===== src/rtl/ss_pkg.sv =====
// Shared types and helpers for the seven-segment scan controller.
package ss_pkg;

  // Phase of the scan sequencer within a digit slot.
  typedef enum logic [1:0] {
    ST_IDLE  = 2'd0,
    ST_BLANK = 2'd1,
    ST_ON    = 2'd2,
    ST_OFF   = 2'd3
  } scan_state_t;

  // All digit enables released (active-low).
  localparam logic [3:0] DIG_OFF = 4'b1111;

  // Active-low one-hot digit enable for slot index s.
  function automatic logic [3:0] onehot_n(input logic [1:0] s);
    return ~(4'b0001 << s);
  endfunction

endpackage


===== src/rtl/ss_slot_tmr.sv =====
// Slot timer: counts clocks within a digit slot, advances the slot index on
// wrap and flags the last cycle of a slot and of a frame.
module ss_slot_tmr #(
  parameter int TICK_DIV = 10000,
  parameter int CNT_W    = $clog2(TICK_DIV)
) (
  input  logic             clk,
  input  logic             rst,
  input  logic             clr,
  input  logic             en,
  output logic [CNT_W-1:0] cnt,
  output logic [1:0]       sel,
  output logic             slot_end,
  output logic             frame_end
);

  localparam logic [CNT_W-1:0] CNT_LAST = CNT_W'(TICK_DIV - 1);

  logic [CNT_W-1:0] cnt_q, cnt_d;
  logic [1:0]       sel_q, sel_d;

  // Next count/slot: park at slot 0 cycle 0 when cleared or disabled.
  always_comb begin
    cnt_d = cnt_q;
    sel_d = sel_q;
    if (clr || !en) begin
      cnt_d = '0;
      sel_d = 2'd0;
    end else if (cnt_q == CNT_LAST) begin
      cnt_d = '0;
      sel_d = sel_q + 2'd1;
    end else begin
      cnt_d = cnt_q + CNT_W'(1);
    end
  end

  // Counter and slot index registers.
  always_ff @(posedge clk or posedge rst) begin
    if (rst) begin
      cnt_q <= '0;
      sel_q <= 2'd0;
    end else begin
      cnt_q <= cnt_d;
      sel_q <= sel_d;
    end
  end

  assign cnt       = cnt_q;
  assign sel       = sel_q;
  assign slot_end  = (cnt_q == CNT_LAST);
  assign frame_end = (cnt_q == CNT_LAST) && (sel_q == 2'd3);

endmodule


===== src/rtl/ss_scan_ctrl.sv =====
// Four-digit multiplexed seven-segment scan sequencer: steps the digit select,
// blanks at every digit change, applies brightness PWM inside each slot and
// captures the digit codes once per frame so updates never tear mid-frame.
module ss_scan_ctrl
  import ss_pkg::*;
#(
  parameter int TICK_DIV = 10000,
  parameter int BLANK    = 16,
  parameter int CODE_W   = 5
) (
  input  logic              clk,
  input  logic              rst,
  input  logic              en,
  input  logic [2:0]        bright,
  input  logic [CODE_W-1:0] d0,
  input  logic [CODE_W-1:0] d1,
  input  logic [CODE_W-1:0] d2,
  input  logic [CODE_W-1:0] d3,
  output logic [1:0]        sel,
  output logic [CODE_W-1:0] code,
  output logic [3:0]        dig,
  output logic              frame,
  output logic [1:0]        dbg_state
);

  localparam int CNT_W = $clog2(TICK_DIV);
  // Cycles per slot available for the lit window after blanking.
  localparam int SPAN  = TICK_DIV - BLANK;
  localparam logic [CNT_W-1:0] CNT_LAST = CNT_W'(TICK_DIV - 1);
  localparam logic [CNT_W:0]   BLANK_W  = (CNT_W + 1)'(BLANK);

  if (TICK_DIV < 4) begin : g_bad_tick_div
    $error("ss_scan_ctrl: TICK_DIV must be at least 4");
  end
  if (BLANK < 1 || BLANK >= TICK_DIV) begin : g_bad_blank
    $error("ss_scan_ctrl: BLANK must satisfy 1 <= BLANK < TICK_DIV");
  end

  scan_state_t      state_q, state_d;
  logic [CODE_W-1:0] shadow_q [4];
  logic [2:0]        bright_q;
  logic [CNT_W-1:0]  l_cur;
  logic [CNT_W-1:0]  cnt;
  logic              slot_end;
  logic              frame_end;
  logic              tmr_clr;

  // Lookahead of the timer for the coming cycle, so outputs can be registered.
  logic [CNT_W-1:0]  cnt_nxt;
  logic [1:0]        sel_nxt;
  logic              capture;

  logic [3:0]        dig_d, dig_q;
  logic [CODE_W-1:0] code_d, code_q;
  logic              frame_d, frame_q;

  // Holding the timer cleared while idle makes the first enabled cycle land
  // on cycle 0 of slot 0 rather than cycle 1.
  assign tmr_clr = (state_q == ST_IDLE);

  ss_slot_tmr #(
    .TICK_DIV (TICK_DIV),
    .CNT_W    (CNT_W)
  ) u_slot_tmr (
    .clk       (clk),
    .rst       (rst),
    .clr       (tmr_clr),
    .en        (en),
    .cnt       (cnt),
    .sel       (sel),
    .slot_end  (slot_end),
    .frame_end (frame_end)
  );

  // Lit-window length from the brightness captured for this frame:
  // SPAN*(bright+1)/8, truncated.
  assign l_cur = CNT_W'((SPAN * (int'(bright_q) + 1)) >> 3);

  // Next phase and timer lookahead; capture on entry to slot 0 cycle 0.
  always_comb begin
    state_d = state_q;
    cnt_nxt = '0;
    sel_nxt = 2'd0;
    capture = 1'b0;
    if (!en) begin
      state_d = ST_IDLE;
    end else if (state_q == ST_IDLE) begin
      state_d = ST_BLANK;
      capture = 1'b1;
    end else begin
      if (slot_end) begin
        cnt_nxt = '0;
        sel_nxt = sel + 2'd1;
        capture = frame_end;
      end else begin
        cnt_nxt = cnt + CNT_W'(1);
        sel_nxt = sel;
      end
      // Cycle 0 is always blank (BLANK >= 1), so the old window length is
      // never consulted on a capture cycle.
      if ({1'b0, cnt_nxt} < BLANK_W) begin
        state_d = ST_BLANK;
      end else if ({1'b0, cnt_nxt} < BLANK_W + {1'b0, l_cur}) begin
        state_d = ST_ON;
      end else begin
        state_d = ST_OFF;
      end
    end
  end

  // Registered output values for the coming cycle.
  always_comb begin
    dig_d   = DIG_OFF;
    code_d  = shadow_q[sel_nxt];
    frame_d = 1'b0;
    if (state_d == ST_ON) begin
      dig_d = onehot_n(sel_nxt);
    end
    if (capture) begin
      // The shadow is being loaded on this edge; slot 0 shows the new d0.
      code_d = d0;
    end
    if (en && (state_q != ST_IDLE) && (cnt_nxt == CNT_LAST) && (sel_nxt == 2'd3)) begin
      frame_d = 1'b1;
    end
  end

  // FSM state register.
  always_ff @(posedge clk or posedge rst) begin
    if (rst) begin
      state_q <= ST_IDLE;
    end else begin
      state_q <= state_d;
    end
  end

  // Frame capture of digit codes and brightness.
  always_ff @(posedge clk or posedge rst) begin
    if (rst) begin
      for (int i = 0; i < 4; i++) begin
        shadow_q[i] <= '0;
      end
      bright_q <= 3'd7;
    end else if (capture) begin
      shadow_q[0] <= d0;
      shadow_q[1] <= d1;
      shadow_q[2] <= d2;
      shadow_q[3] <= d3;
      bright_q    <= bright;
    end
  end

  // Output registers.
  always_ff @(posedge clk or posedge rst) begin
    if (rst) begin
      dig_q   <= DIG_OFF;
      code_q  <= '0;
      frame_q <= 1'b0;
    end else begin
      dig_q   <= dig_d;
      code_q  <= code_d;
      frame_q <= frame_d;
    end
  end

  assign dig       = dig_q;
  assign code      = code_q;
  assign frame     = frame_q;
  assign dbg_state = state_q;

endmodule


===== config.mk =====
export PLATFORM = sky130hd
export DESIGN_NAME = ss_scan_ctrl
export DESIGN_NICKNAME = d
export VERILOG_FILES = /design/src/rtl/ss_pkg.sv /design/src/rtl/ss_slot_tmr.sv /design/src/rtl/ss_scan_ctrl.sv
export SDC_FILE = /design/constraint.sdc
export NUM_CORES = 1
export LEC_CHECK = 0
export CAP_MARGIN = 25
export CORE_MARGIN = 5
export CORE_UTILIZATION = 57
export CTS_BUF_LIST = sky130_fd_sc_hd__clkbuf_16
export DETAILED_ROUTE_END_ITERATION = 8
export MAX_ROUTING_LAYER = met4
export PLACE_DENSITY = 0.84
export RECOVER_POWER = 50
export REMOVE_ABC_BUFFERS = 1
export SLEW_MARGIN = 20
export SYNTH_ARGS = -nofsm -noshare
export SYNTH_HDL_FRONTEND = slang
export SYNTH_HIERARCHICAL = 1
export SYNTH_SLANG_ARGS = --single-unit
export TNS_END_PERCENT = 50

===== constraint.sdc =====
create_clock -name clk -period 5.09 [get_ports clk]
set_input_delay 1.018 -clock clk [delete_from_list [all_inputs] [get_ports clk]]
set_output_delay 1.018 -clock clk [all_outputs]
set_load 0.05 [all_outputs]

==> summary.md <==
| Metric | Value |
|---|---|
| Outcome | `complete, but fails checks` |
| Violated checks | `max-capacitance violations, max-slew violations` |
| Maximum VDD drop | `0.248 mV` |
| Area of the core | `5890 um2` |
| Combinational group share of total power | `29.5%` |
| Fin Clk Skew | `0.0107 ns` |
| Final setup violation count | `0` |
| GRT Overall Usage | `20.7%` |
| Cell count of the worst reg-to-reg path | `18` |
| Die width | `87.5 um` |
| Max-Cap Viols | `1` |
| Residual DRC | `0` |
| Largest net degree at the start of global routing | `36` |
| CP Launch Type | `register` |
| First-pass GRT wire length | `12.4 mm` |
| Final WL | `7.12 mm` |
| Shortest period the worst path allows | `4.45 ns` |
| Clock latency at the later pin of the worst-skew pair | `approximately 0.29 ns` |
| Diodes inserted | `0` |
| Port Buf Inserts | `39` |
| Vias/cell | `roughly 5.9` |
| Worst EP arrival | `4.65 ns` |
| Root Driver | `clkbuf_16` |
| GRT overflow | `0` |
| Peak fanout along the critical path | `6` |
| Switching power | `353 uW` |
| Pwr/cell area | `310 nW/um2` |
| Ys flop type | `dfrtp_1` |
| Post-synthesis register bit count | `51` |
| Layout net count | `436` |
| Clock-pin slew on the worst setup and hold paths | `~0.060 ns` |
| Hold buffers post-CTS | `0` |
| Number of DRC markers in iteration 0 | `154` |
| Final slew viol count | `36` |
| DR pass1 iterations | `4` |
| Detailed-placement wirelength estimate | `5.36 mm` |
| Yosys warns | `6` |
| Sw frac | `between 20% and 30%` |
| Post-synth ARST share | `between 90% and 100%` |
| Final worst setup slack | `0.639 ns` |
| Vias in the first global route | `2727` |
| Commonest non-fill, non-tap cell in the layout | `dfrtp_1` |
| Die Y-Extent | `87.5 um` |
| Routed vias | `2687` |
| Register area share after synthesis | `37.5%` |
| Post-synth EDFFs | `0` |
| Inserted Clock Buffers | `5` |
| Leak pwr | `~0.0017 uW` |
| Commonest cells after routing, fill and taps aside | `dfrtp_1, nor2_1, clkdlybuf4s50_1, ha_1, mux2_2` |
| Unique masters post-synth | `55` |
| Design area | `between 4000 and 5000 um2` |
| Internal Power | `901 uW` |
| Final Util | `between 60% and 70%` |
| Layout cell share with drive strength beyond 1 | `14.1%` |
| Seq pwr share | `a little under two fifths` |
| Final Hold Violating Endpoints | `0` |
| GP Congestion | `0.920` |
| Clk sinks | `51` |
| WS Path Type | `reg -> reg` |
| Setup TNS | `0 ns` |
| Max-slew headroom | `-26.8%` |
| Post-route ant nets | `0` |
| Worst min-delay path category | `reg -> reg` |
| TritonCTS clock tree | `built` |
| Row count | `28` |
| Post-CTS setup buffer count | `0` |
| Placed cell areas | `approximately 3900 um2` |
| Initial antenna violation count | `0` |
| Clock group share of total power | `between 30 and 40%` |
| IO Count | `40` |
| Layout overhead on the synthesized area | `18.0%` |
| Critical path capture point type | `register` |
| Unrepaired setup endpoints after global routing | `false` |
| Hold Path Stages | `1` |
| Worst Tran Pin Value | `1.90 ns` |
| Mapped Cells | `approximately 350` |
| Post-CTS resize count | `0` |
| Die area | `7660 um2` |
| Starting density of the core | `roughly three fifths` |
| Worst EP required | `5.29 ns` |
| Fin crit share | `87.4%` |
| DR WL/cell | `15.6 um` |
| H-Tree Depth | `2` |
| Pre-CTS WS | `0.652 ns` |
| Max Root-Sink Buffers | `2` |
| Hold_ws | `0.507 ns` |
| Netlist Area Pre-Place | `about 3400 um2` |
| Fmax | `225 MHz` |
| Syn_area_per_cell | `between 9 and 10 um2` |
-- final cells by class --
type	count	area (um2)
clock buffers	5	125
clock inverters	3	63.8
fillers	459	1850
inverters	14	52.6
multi-input cells	268	2010
flip-flops and latches	51	1280
well taps	75	93.8
repair buffers	42	409
-- state kept, by name, indices dropped and copies added (netlist names) --
register        cells
code                5
frame               1
dig                 4
u_slot_tmr/cnt     14
u_slot_tmr/sel      2
bright_q            3
dbg_state           2
shadow_q           20
-- power by group through the flow --
stage | clock, uW | combinational, uW | sequential [uW]
after detailed placement | 0 | 376 | 473
after CTS | 425 | 380 | 466
after floorplan | 0 | 258 | 487
after global placement | 0 | 353 | 470
final | 418 | 370 | 466
after global routing | 447 | 420 | 471
-- critical path, stage by stage, from the launching register on --
cell and delay (ns):
dfstp_2 0.58, ha_1 0.27, xnor2_1 0.23, ha_1 0.30, inv_1 0.08, ha_1 0.24, ha_1 0.34, ha_1 0.30
a21oi_1 0.13, nor2b_1 0.06, o21ai_0 0.16, nand2b_1 0.08, a21oi_1 0.20, xnor2_1 0.16, ha_1 0.27, a21o_1 0.16
a21oi_1 0.13, o21ai_1 0.15, or4_1 0.53
-- routing by layer --
metal | wire, um | track usage [%] | vias up
met1 | 3150 | 26.1 | 1297
met2 | 3700 | 35.3 | 61
met5 | 0 | - | -
li1 | - | - | 1327
met4 | 18 | 3.91 | 0
met3 | 261 | 3.50 | 2
-- path summary, 6_finish.rpt --
path,startpoint,endpoint,slack [ns]
worst min register to register,shadow_q[4],shadow_q[4],0.51
max in group asynchronous,rst,dbg_state[0],2.12
worst max-delay path,bright_q[0],dig[2],0.64
worst min-delay path,shadow_q[4],shadow_q[4],0.51
worst max register to register,bright_q[0],dig[2],0.64
min in group asynchronous,rst,u_slot_tmr/cnt[12],1.25
-- logic make-up after synthesis --
group,share of synthesized area [%]
muxes,8.81
buffers and inverters,3.87
adders and majority gates,10.5
and+or+nand+nor,20.1
xor gates and xnor gates,6.91
DFF,37.5
AOI/OAI and AO/OA,12.3
-- cells in the mapped netlist (all sizes together) (3+ instances only) --
master	instances	area, um2
ha	27	338
xor2	5	43.8
nand3	11	60.1
dfrtp	44	1100
nand4	8	50.1
xnor2	22	193
o21ai	13	65.1
nor4	7	65.1
nor3	13	65.1
nor2b	8	50.1
dfstp	7	184
a22o	6	52.6
a31oi	10	77.6
a21oi	15	75.1
mux2	25	282
nand2	13	48.8
buf	5	50.0
a21o	3	22.5
o31ai	3	22.5
and2	6	38.8
or3	4	30.0
inv	14	52.6
and4	3	26.3
clkbuf	8	30.0
a221o	3	30.0
nor2	38	153
-- metrics by stage --
stage	cells	power, uW
after floorplan	333	746
final	458	1250
after global routing	458	1340
after detailed placement	450	849
after CTS	458	1270
after global placement	450	823
(Power assumes the default switching activity.)
